## src/rtl/mux_arb_pkg.sv

```systemverilog
// Shared constants and types for the registered N-channel arbitrating multiplexer.
package mux_arb_pkg;

   localparam logic MODE_FIXED = 1'b0;
   localparam logic MODE_RR    = 1'b1;

   typedef enum logic {
      ST_EMPTY = 1'b0,
      ST_FULL  = 1'b1
   } out_state_e;

endpackage

```

## src/rtl/rr_arbiter.sv

```systemverilog
// Combinational round-robin arbiter: first requester after ptr, wrapping at NCH.
module rr_arbiter #(
   parameter  int unsigned NCH  = 4,
   localparam int unsigned SELW = $clog2(NCH)
) (
   input  logic [NCH-1:0]  req,
   input  logic [SELW-1:0] ptr,
   output logic            gnt_valid,
   output logic [SELW-1:0] gnt_idx
);

   localparam logic [SELW:0] NCH_W = (SELW+1)'(NCH);

   logic [SELW:0] idx;

   // Rotate, priority-encode and un-rotate folded into one modular scan from ptr+1.
   always_comb begin
      gnt_valid = 1'b0;
      gnt_idx   = '0;
      idx       = '0;
      for (int unsigned k = 1; k <= NCH; k++) begin
         idx = {1'b0, ptr} + (SELW+1)'(k);
         if (idx >= NCH_W) begin
            idx = idx - NCH_W;
         end
         if (!gnt_valid && req[idx[SELW-1:0]]) begin
            gnt_valid = 1'b1;
            gnt_idx   = idx[SELW-1:0];
         end
      end
   end

endmodule

```

## src/rtl/mux_arb_n.sv

```systemverilog
// Registered N-channel valid/ready multiplexer with fixed or round-robin channel select.
module mux_arb_n
   import mux_arb_pkg::*;
#(
   parameter  int unsigned WIDTH = 4,
   parameter  int unsigned NCH   = 4,
   localparam int unsigned SELW  = $clog2(NCH)
) (
   input  logic                 clk,
   input  logic                 reset,
   input  logic [NCH*WIDTH-1:0] in_data,
   input  logic [NCH-1:0]       in_valid,
   output logic [NCH-1:0]       in_ready,
   input  logic                 mode,
   input  logic [SELW-1:0]      sel,
   output logic [WIDTH-1:0]     out_data,
   output logic [SELW-1:0]      out_ch,
   output logic                 out_valid,
   input  logic                 out_ready
);

   localparam int unsigned     NPAD    = 1 << SELW;
   localparam logic [SELW-1:0] PTR_RST = SELW'(NCH - 1);

   out_state_e       state_q, state_d;
   logic [WIDTH-1:0] data_q, data_d;
   logic [SELW-1:0]  ch_q, ch_d;
   logic [SELW-1:0]  ptr_q, ptr_d;

   logic             rr_valid;
   logic [SELW-1:0]  rr_idx;
   logic [NPAD-1:0]  valid_pad;
   logic             gnt_valid;
   logic [SELW-1:0]  gnt_idx;
   logic [WIDTH-1:0] gnt_word;
   logic             load_en;

   rr_arbiter #(
      .NCH (NCH)
   ) u_rr_arbiter (
      .req       (in_valid),
      .ptr       (ptr_q),
      .gnt_valid (rr_valid),
      .gnt_idx   (rr_idx)
   );

   // Zero padding makes any sel >= NCH see an idle channel.
   assign valid_pad = NPAD'(in_valid);

   always_comb begin
      gnt_valid = 1'b0;
      gnt_idx   = '0;
      gnt_word  = '0;
      if (mode == MODE_RR) begin
         gnt_valid = rr_valid;
         gnt_idx   = rr_idx;
      end else begin
         gnt_valid = valid_pad[sel];
         gnt_idx   = sel;
      end
      for (int unsigned i = 0; i < NCH; i++) begin
         if (gnt_idx == SELW'(i)) begin
            gnt_word = in_data[i*WIDTH +: WIDTH];
         end
      end
   end

   assign load_en = (state_q == ST_EMPTY) || out_ready;

   always_comb begin
      state_d  = state_q;
      data_d   = data_q;
      ch_d     = ch_q;
      ptr_d    = ptr_q;
      in_ready = '0;
      if (load_en) begin
         if (gnt_valid) begin
            in_ready = NCH'(1) << gnt_idx;
            data_d   = gnt_word;
            ch_d     = gnt_idx;
            state_d  = ST_FULL;
            if (mode == MODE_RR) begin
               ptr_d = gnt_idx;
            end
         end else begin
            state_d = ST_EMPTY;
         end
      end
      // No acceptance may be signalled while the register is held in reset.
      if (reset) begin
         in_ready = '0;
      end
   end

   always_ff @(posedge clk or posedge reset) begin
      if (reset) begin
         state_q <= ST_EMPTY;
         data_q  <= '0;
         ch_q    <= '0;
         ptr_q   <= PTR_RST;
      end else begin
         state_q <= state_d;
         data_q  <= data_d;
         ch_q    <= ch_d;
         ptr_q   <= ptr_d;
      end
   end

   assign out_data  = data_q;
   assign out_ch    = ch_q;
   assign out_valid = (state_q == ST_FULL);

endmodule

```

## config.mk

```make
export PLATFORM = sky130hd
export DESIGN_NAME = mux_arb_n
export DESIGN_NICKNAME = d
export VERILOG_FILES = /design/src/rtl/mux_arb_pkg.sv /design/src/rtl/rr_arbiter.sv /design/src/rtl/mux_arb_n.sv
export SDC_FILE = /design/constraint.sdc
export NUM_CORES = 1
export LEC_CHECK = 0
export ABC_CLOCK_PERIOD_IN_PS = 2700
export CAP_MARGIN = 20
export CORE_UTILIZATION = 39
export DETAILED_ROUTE_END_ITERATION = 8
export GPL_TIMING_DRIVEN = 0
export PLACE_DENSITY = 0.79
export SYNTH_ARGS = -nofsm -noshare
export SYNTH_HDL_FRONTEND = slang
export SYNTH_HIERARCHICAL = 1
export SYNTH_SLANG_ARGS = --single-unit
```

## constraint.sdc

```tcl
create_clock -name clk -period 2.7 [get_ports clk]
set_clock_uncertainty 0.1 [all_clocks]
set_input_delay 0.27 -clock clk [delete_from_list [all_inputs] [get_ports clk]]
set_output_delay 0.27 -clock clk [all_outputs]
set_load 0.005 [all_outputs]
```

Word-level counts from Yosys, hierarchy flattened
Index checks and enable logic that the tools add are counted.
{"block": "totals", "ff_bits": 9, "n_memories": 0, "mem_bits_rw": 0, "inputBits": 26, "latchBits": 0, "rom_bits": 0, "wordCells": 68}
{"block": "classes", "eq_ne": 3, "multipliers": 0, "n_mux": 32, "n_shift": 1, "n_bitwise": 1, "order_cmp": 9, "n_div": 0, "add_sub_neg": 8, "reduce_logical": 10}
{"cell": "4-bit two-way mux", "n": 7}
{"cell": "2-bit two-way mux", "n": 9}
{"cell": "2-bit by 3-bit < comparator with 1-bit output (second input constant)", "n": 5}
{"cell": "3-bit >= comparator (second input constant)", "n": 4}
{"cell": "1-bit two-way mux", "n": 11}
{"cell": "1-bit binary-select mux with 2-bit select", "n": 5}
{"cell": "2-bit by 1-bit subtractor with 2-bit output (second input constant)", "n": 4}
{"cell": "2-bit by 2-bit adder with 3-bit output (second input constant)", "n": 2}
{"cell": "2-bit equality test (second input constant)", "n": 2}
{"cell": "1-bit by 2-bit << shifter with 4-bit output (first input constant)", "n": 1}
{"cell": "2-bit by 1-bit adder with 3-bit output (second input constant)", "n": 1}
{"cell": "2-bit by 3-bit adder with 3-bit output (second input constant)", "n": 1}
{"cell": "1-bit logical AND", "n": 3}
{"cell": "1-bit zero test", "n": 3}
{"cell": "3-bit AND reduction", "n": 1}
{"cell": "2-bit by 1-bit equality test with 1-bit output (second input constant)", "n": 1}
{"cell": "2-bit zero test", "n": 1}
{"cell": "2-bit AND reduction", "n": 1}
{"cell": "1-bit logical OR", "n": 1}
{"cell": "1-bit inverter", "n": 1}

Longest topological paths before layout
{"block": "depth", "depth_word": 21, "depth_mapped": 7}

Modules after synthesis
The synthesis kept the hierarchy.
{"module": "mux_arb_n", "cells_each": 52, "n_inst": 1, "seq_area_each_um2": 227.7, "area_each_um2": 634.4}
{"module": "rr_arbiter", "cells_each": 14, "n_inst": 1, "seq_area_each_um2": 0.0, "area_each_um2": 91.3}

Least setup slack after synthesis
No wires, ideal clock.
{"block": "synth_path", "path_type": "register to register", "from": "reg ptr_q[1]", "to": "reg data_q[0] (netlist: out_data[0])", "slack_ps": 659, "arrival_ps": 1816, "stages_incl_launch_ff": 7, "setup_ps": 125, "cell_sequence": "dfstp_2 -> mux2i_1 -> o221ai_2 -> mux2i_4 -> mux2i_1 -> mux2i_1 -> mux2_4"}
{"block": "synth_via", "elab_chain_len": 21, "elab_cells_between_ends": 49, "cone_classes": "add/sub: 8; order compare: 4; eq/ne: 3; mux: 26; reduce/logical: 8"}
{"item": "start, declared", "line": "mux_arb_n.sv:28", "text": "logic [SELW-1:0] ptr_q, ptr_d;"}
{"item": "start signal, assigned", "line": "mux_arb_n.sv:105", "text": "ptr_q <= ptr_d;"}
{"item": "2-bit by 1-bit adder with 3-bit output", "line": "rr_arbiter.sv:22", "text": "idx = {1'b0, ptr} + (SELW+1)'(k);"}
{"item": "3-bit >= comparator / 2-bit by 1-bit subtractor with 2-bit output (equally long branches)", "line": "rr_arbiter.sv:23, rr_arbiter.sv:24"}
{"item": "2-bit two-way mux", "line": "rr_arbiter.sv:23", "text": "if (idx >= NCH_W) begin"}
{"item": "1-bit binary-select mux with 2-bit select", "line": "rr_arbiter.sv:26", "text": "if (!gnt_valid && req[idx[SELW-1:0]]) begin"}
{"item": "1-bit two-way mux (implied by the code)", "line": "rr_arbiter.sv:26"}
{"item": "1-bit two-way mux", "line": "rr_arbiter.sv:26"}
{"item": "1-bit zero test", "line": "rr_arbiter.sv:26"}
{"item": "1-bit logical AND", "line": "rr_arbiter.sv:26"}
{"item": "[4 not listed]"}
{"item": "1-bit zero test", "line": "rr_arbiter.sv:26"}
{"item": "1-bit logical AND", "line": "rr_arbiter.sv:26"}
{"item": "2-bit two-way mux (*)", "line": "rr_arbiter.sv:26"}
{"item": "via rr_idx[0]", "line": "mux_arb_n.sv:31", "text": "logic [SELW-1:0] rr_idx;"}
{"item": "2-bit two-way mux (*)", "line": "mux_arb_n.sv:54", "text": "if (mode == MODE_RR) begin"}
{"item": "2-bit zero test", "line": "mux_arb_n.sv:62", "text": "if (gnt_idx == SELW'(i)) begin"}
{"item": "4-bit two-way mux (3 in series)", "line": "mux_arb_n.sv:62"}
{"item": "4-bit two-way mux (*)", "line": "mux_arb_n.sv:62"}
{"item": "end signal, assigned", "line": "mux_arb_n.sv:103", "text": "data_q <= data_d;"}
{"item": "end, declared", "line": "mux_arb_n.sv:26", "text": "logic [WIDTH-1:0] data_q, data_d;"}
Mark *: on every way through the listed nets, which the timed path passes. The rest lies on a longest branch. The select of a mux whose other input is x is not followed.
A chain may end at the register's enable or synchronous reset.

Worst setup path after layout
{"block": "layout_path", "from": "reg ptr_q[1]", "to": "out in_ready[1]"}
{"block": "layout_via", "elab_chain_len": 20, "elab_cells_between_ends": 44, "cone_classes": "add/sub: 8; order compare: 4; shift: 1; mux: 25; reduce/logical: 6"}
{"item": "2-bit by 1-bit adder with 3-bit output", "line": "rr_arbiter.sv:22"}
{"item": "3-bit >= comparator / 2-bit by 1-bit subtractor with 2-bit output (equally long branches)", "line": "rr_arbiter.sv:23, rr_arbiter.sv:24"}
{"item": "2-bit two-way mux", "line": "rr_arbiter.sv:23"}
{"item": "1-bit binary-select mux with 2-bit select", "line": "rr_arbiter.sv:26"}
{"item": "1-bit two-way mux (implied by the code)", "line": "rr_arbiter.sv:26"}
{"item": "1-bit two-way mux", "line": "rr_arbiter.sv:26"}
{"item": "1-bit zero test", "line": "rr_arbiter.sv:26"}
{"item": "1-bit logical AND", "line": "rr_arbiter.sv:26"}
{"item": "[5 not listed]"}
{"item": "1-bit logical AND", "line": "rr_arbiter.sv:26"}
{"item": "2-bit two-way mux (*)", "line": "rr_arbiter.sv:26"}
{"item": "via rr_idx[1]", "line": "mux_arb_n.sv:31"}
{"item": "2-bit two-way mux (*)", "line": "mux_arb_n.sv:54"}
{"item": "1-bit by 2-bit << shifter with 4-bit output (*)", "line": "mux_arb_n.sv:78", "text": "in_ready = NCH'(1) << gnt_idx;"}
{"item": "4-bit two-way mux (*)", "line": "mux_arb_n.sv:77", "text": "if (gnt_valid) begin"}
{"item": "4-bit two-way mux (*)", "line": "mux_arb_n.sv:76", "text": "if (load_en) begin"}
{"item": "4-bit two-way mux (*)", "line": "mux_arb_n.sv:90", "text": "if (reset) begin"}
{"item": "end, declared", "line": "mux_arb_n.sv:13", "text": "output logic [NCH-1:0] in_ready,"}
Marks and branches as above.

==> results.sh <==
export IMPL_wl_um=1790
export IMPL_clock_sinks=9
export IMPL_report_final_slew_viol_count=0
export IMPL_remaining_drc_errors=0
export IMPL_fp_row_count=15
export IMPL_drive_gt1_share_pct=25.5
export IMPL_worstSetupStartpointType="flop"
export IMPL_drt_iter0_markers=7
export IMPL_synthArstFlopShare_pct=100
export IMPL_synth_ff_type="dfrtp_1"
export IMPL_ios=37
export IMPL_insertion_delay_ns=0.26
export IMPL_switching_share_pct=32.3
export IMPL_cp_required_ns=2.33
export IMPL_p_leak_nw=0.568
export IMPL_multi_input_area_um2=509
export IMPL_area_growth_pct=63.6
export IMPL_grt_max_degree=10
export IMPL_first_pass_iters=3
export IMPL_grt_usage_pct=20.5
export IMPL_cts_buffer_depth=2
export IMPL_antenna_cells=0
export IMPL_period_minus_slack_ns=2.41
export IMPL_internal_power_uw=520
export IMPL_finalSetupViolations=0
export IMPL_worstSetupPathType="reg -> out"
export IMPL_ys_warn_count=6
export IMPL_synthDistinctLibCells=22
export IMPL_cts_root_buf="clkbuf_4"
export IMPL_synth_most_common_cell="mux2i_1"
export IMPL_die_width_um=45.1
export IMPL_rsz0062_at_grt="no"
export IMPL_core_region_area_um2=1730
export IMPL_place_area_um2=1110
export IMPL_die_area_um2=2040
export IMPL_hold_viol=0
export IMPL_timing_fmax_mhz=415
export IMPL_worst_setup_path_end_kind="primary output"
export IMPL_viasPerCell=4.95
export IMPL_yosys_area_top_type_share_pct=24.1
export IMPL_drtAntennaViolNets=0
export IMPL_ys_seq_area_share_pct=31.4
export IMPL_dp_hpwl_um=1380
export IMPL_die_height_um=45.1
export IMPL_p_sw_uw=248
export IMPL_worst_pin_slew_ns=0.500
export IMPL_irDropWorstVdd_uv=517
export IMPL_synthTopCellsByArea="dfrtp_1, mux2i_1, mux2_4"
export IMPL_cts_buffers_inserted=3
export IMPL_power_frac_seq_pct=32.9
export IMPL_final_nets=133
export IMPL_seqCellArea_um2=228
export IMPL_synth_largest_area_cell="dfrtp_1"
export IMPL_synth_area_per_cell_um2=11.0
export IMPL_grt_pass1_wl_um=2970
export IMPL_hold_ws_ns=0.324
export IMPL_finalCritPeriodShare_pct=89.2
export IMPL_portBuffers=35
export IMPL_synth_edf_count=0
export IMPL_clkPwrFrac_pct=13.5
export IMPL_synth_common_cells="mux2i_1, dfrtp_1, mux2_4"
export IMPL_syn_area_um2=726
export IMPL_postSynthCellCount=66
export IMPL_antenna_found_initial=0
export IMPL_gp_congestion=0.724
export IMPL_clk_pin_slew_ns=0.06
export IMPL_wl_per_cell_um=13.6
export IMPL_crit_fanout=7
export IMPL_syn_nets=92
export IMPL_htreeDepth=1
export IMPL_arrival_ns=2.04
export IMPL_cts_tree="yes"
export IMPL_grt_remaining_overflow=0
export IMPL_n_fill_cell=146
export IMPL_relSlewSlack_pct=66.0
export IMPL_initial_core_util_pct=42.0
export IMPL_ys_ff_latch=9
export IMPL_powerDensity_nw_per_um2=647
export IMPL_drv_cap=0
export IMPL_outcome="finished clean"
export IMPL_vias=648
export IMPL_ctsHoldBuffers=0
export IMPL_grt_pass1_vias=679
export IMPL_hp_class="in -> async"
export IMPL_finalInstanceArea_um2=1190
export IMPL_combPwrFrac_pct=53.6
[kinds of logic after synthesis]
kind of cell	share of synthesized area, %
buffers and inverters	3.62
AOI/OAI and AO/OA	5.52
and+or+nand+nor	16.7
muxes	42.8
DFF	31.4
[timing repair]
action                                  CTS  global route
pin swaps                                 0             1
endpoints found under the setup margin    2             3
setup buffers                             1             0
resized for setup                         3             9
[routing by layer]
metal	vias to the layer above	wire, µm	share of wire [%]	GRT usage, %
met4	0	0	0	4.24
met3	0	141	7.9	8.80
met1	292	747	42	22.8
met2	34	896	50	35.9
li1	322	-	-	-
met5	-	0	0	0
[state kept, by name, indices dropped and copies added, names as in the netlist]
register / flops
out_valid: 1
out_data: 4
ptr_q: 2
out_ch: 2
[power by group through the flow]
stage	Combinational (mW)	Clock (mW)	Sequential [mW]
global placement	0.390	0	0.250
detailed placement	0.397	0	0.252
global route	0.443	0.117	0.259
CTS	0.410	0.107	0.252
finish	0.412	0.103	0.253
floorplan	0.230	0	0.245
[layout make-up]
class | count | area share, %
clock buffers | 4 | 2.21
flip-flops and latches | 9 | 19.2
repair buffers | 36 | 30.9
plain buffers | 2 | 1.58
inverters | 2 | 0.632
multi-input cells | 53 | 42.9
well taps | 25 | 2.63
[critical path: stages, from the launching register on]
cell and delay (ns):
dfstp_2 0.59, a21oi_1 0.08, a31oi_1 0.18, a21oi_2 0.10
mux2_2 0.30, nor4_1 0.24, dlygate4sd2_1 0.28
[stage by stage]
stage	setup TNS (ns)	cells	total power, mW	worst slack [ns]	utilization (%)
2_1_floorplan	0	66	0.475	0.659	-
3_3_place_gp	-0.0217	126	0.640	-0.0217	64.1
3_5_place_dp	-0.0140	126	0.649	-0.0140	64.1
4_1_cts	-0.0164	131	0.768	-0.0164	66.6
5_1_grt	0	131	0.819	0.156	68.8
6_report	0	131	0.768	0.292	68.8
[path summary, 6_finish.rpt]
kind,slack [ns],cells past startpoint,to,startpoint
min in group clk,0.42,1,out_data[3],out_data[3]
min reg2reg,0.42,1,out_data[3],out_data[3]
max in group asynchronous,1.88,2,ptr_q[1],reset
max,0.29,6,in_ready[1],ptr_q[1]
min,0.32,2,out_ch[0],reset
max reg2reg,0.46,7,out_data[0],ptr_q[1]
[layout by cell type (no fill, tap or decap), types with 2 or more instances in the layout]
cell type,synthesis,final
a21oi_2,1,2
and2b_1,2,2
buf_4,1,2
clkbuf_4,0,3
clkdlybuf4s50_1,0,30
dfrtp_1,7,7
dfstp_2,2,2
dlymetal6s2s_1,0,4
inv_1,2,2
mux2_2,3,3
mux2_4,6,6
mux2i_1,15,15
nand2_1,4,4
nand2b_1,4,4
nor2_1,3,2
nor3_2,0,2
nor4_1,5,3
Note: power is estimated with default switching activity, not from simulation.
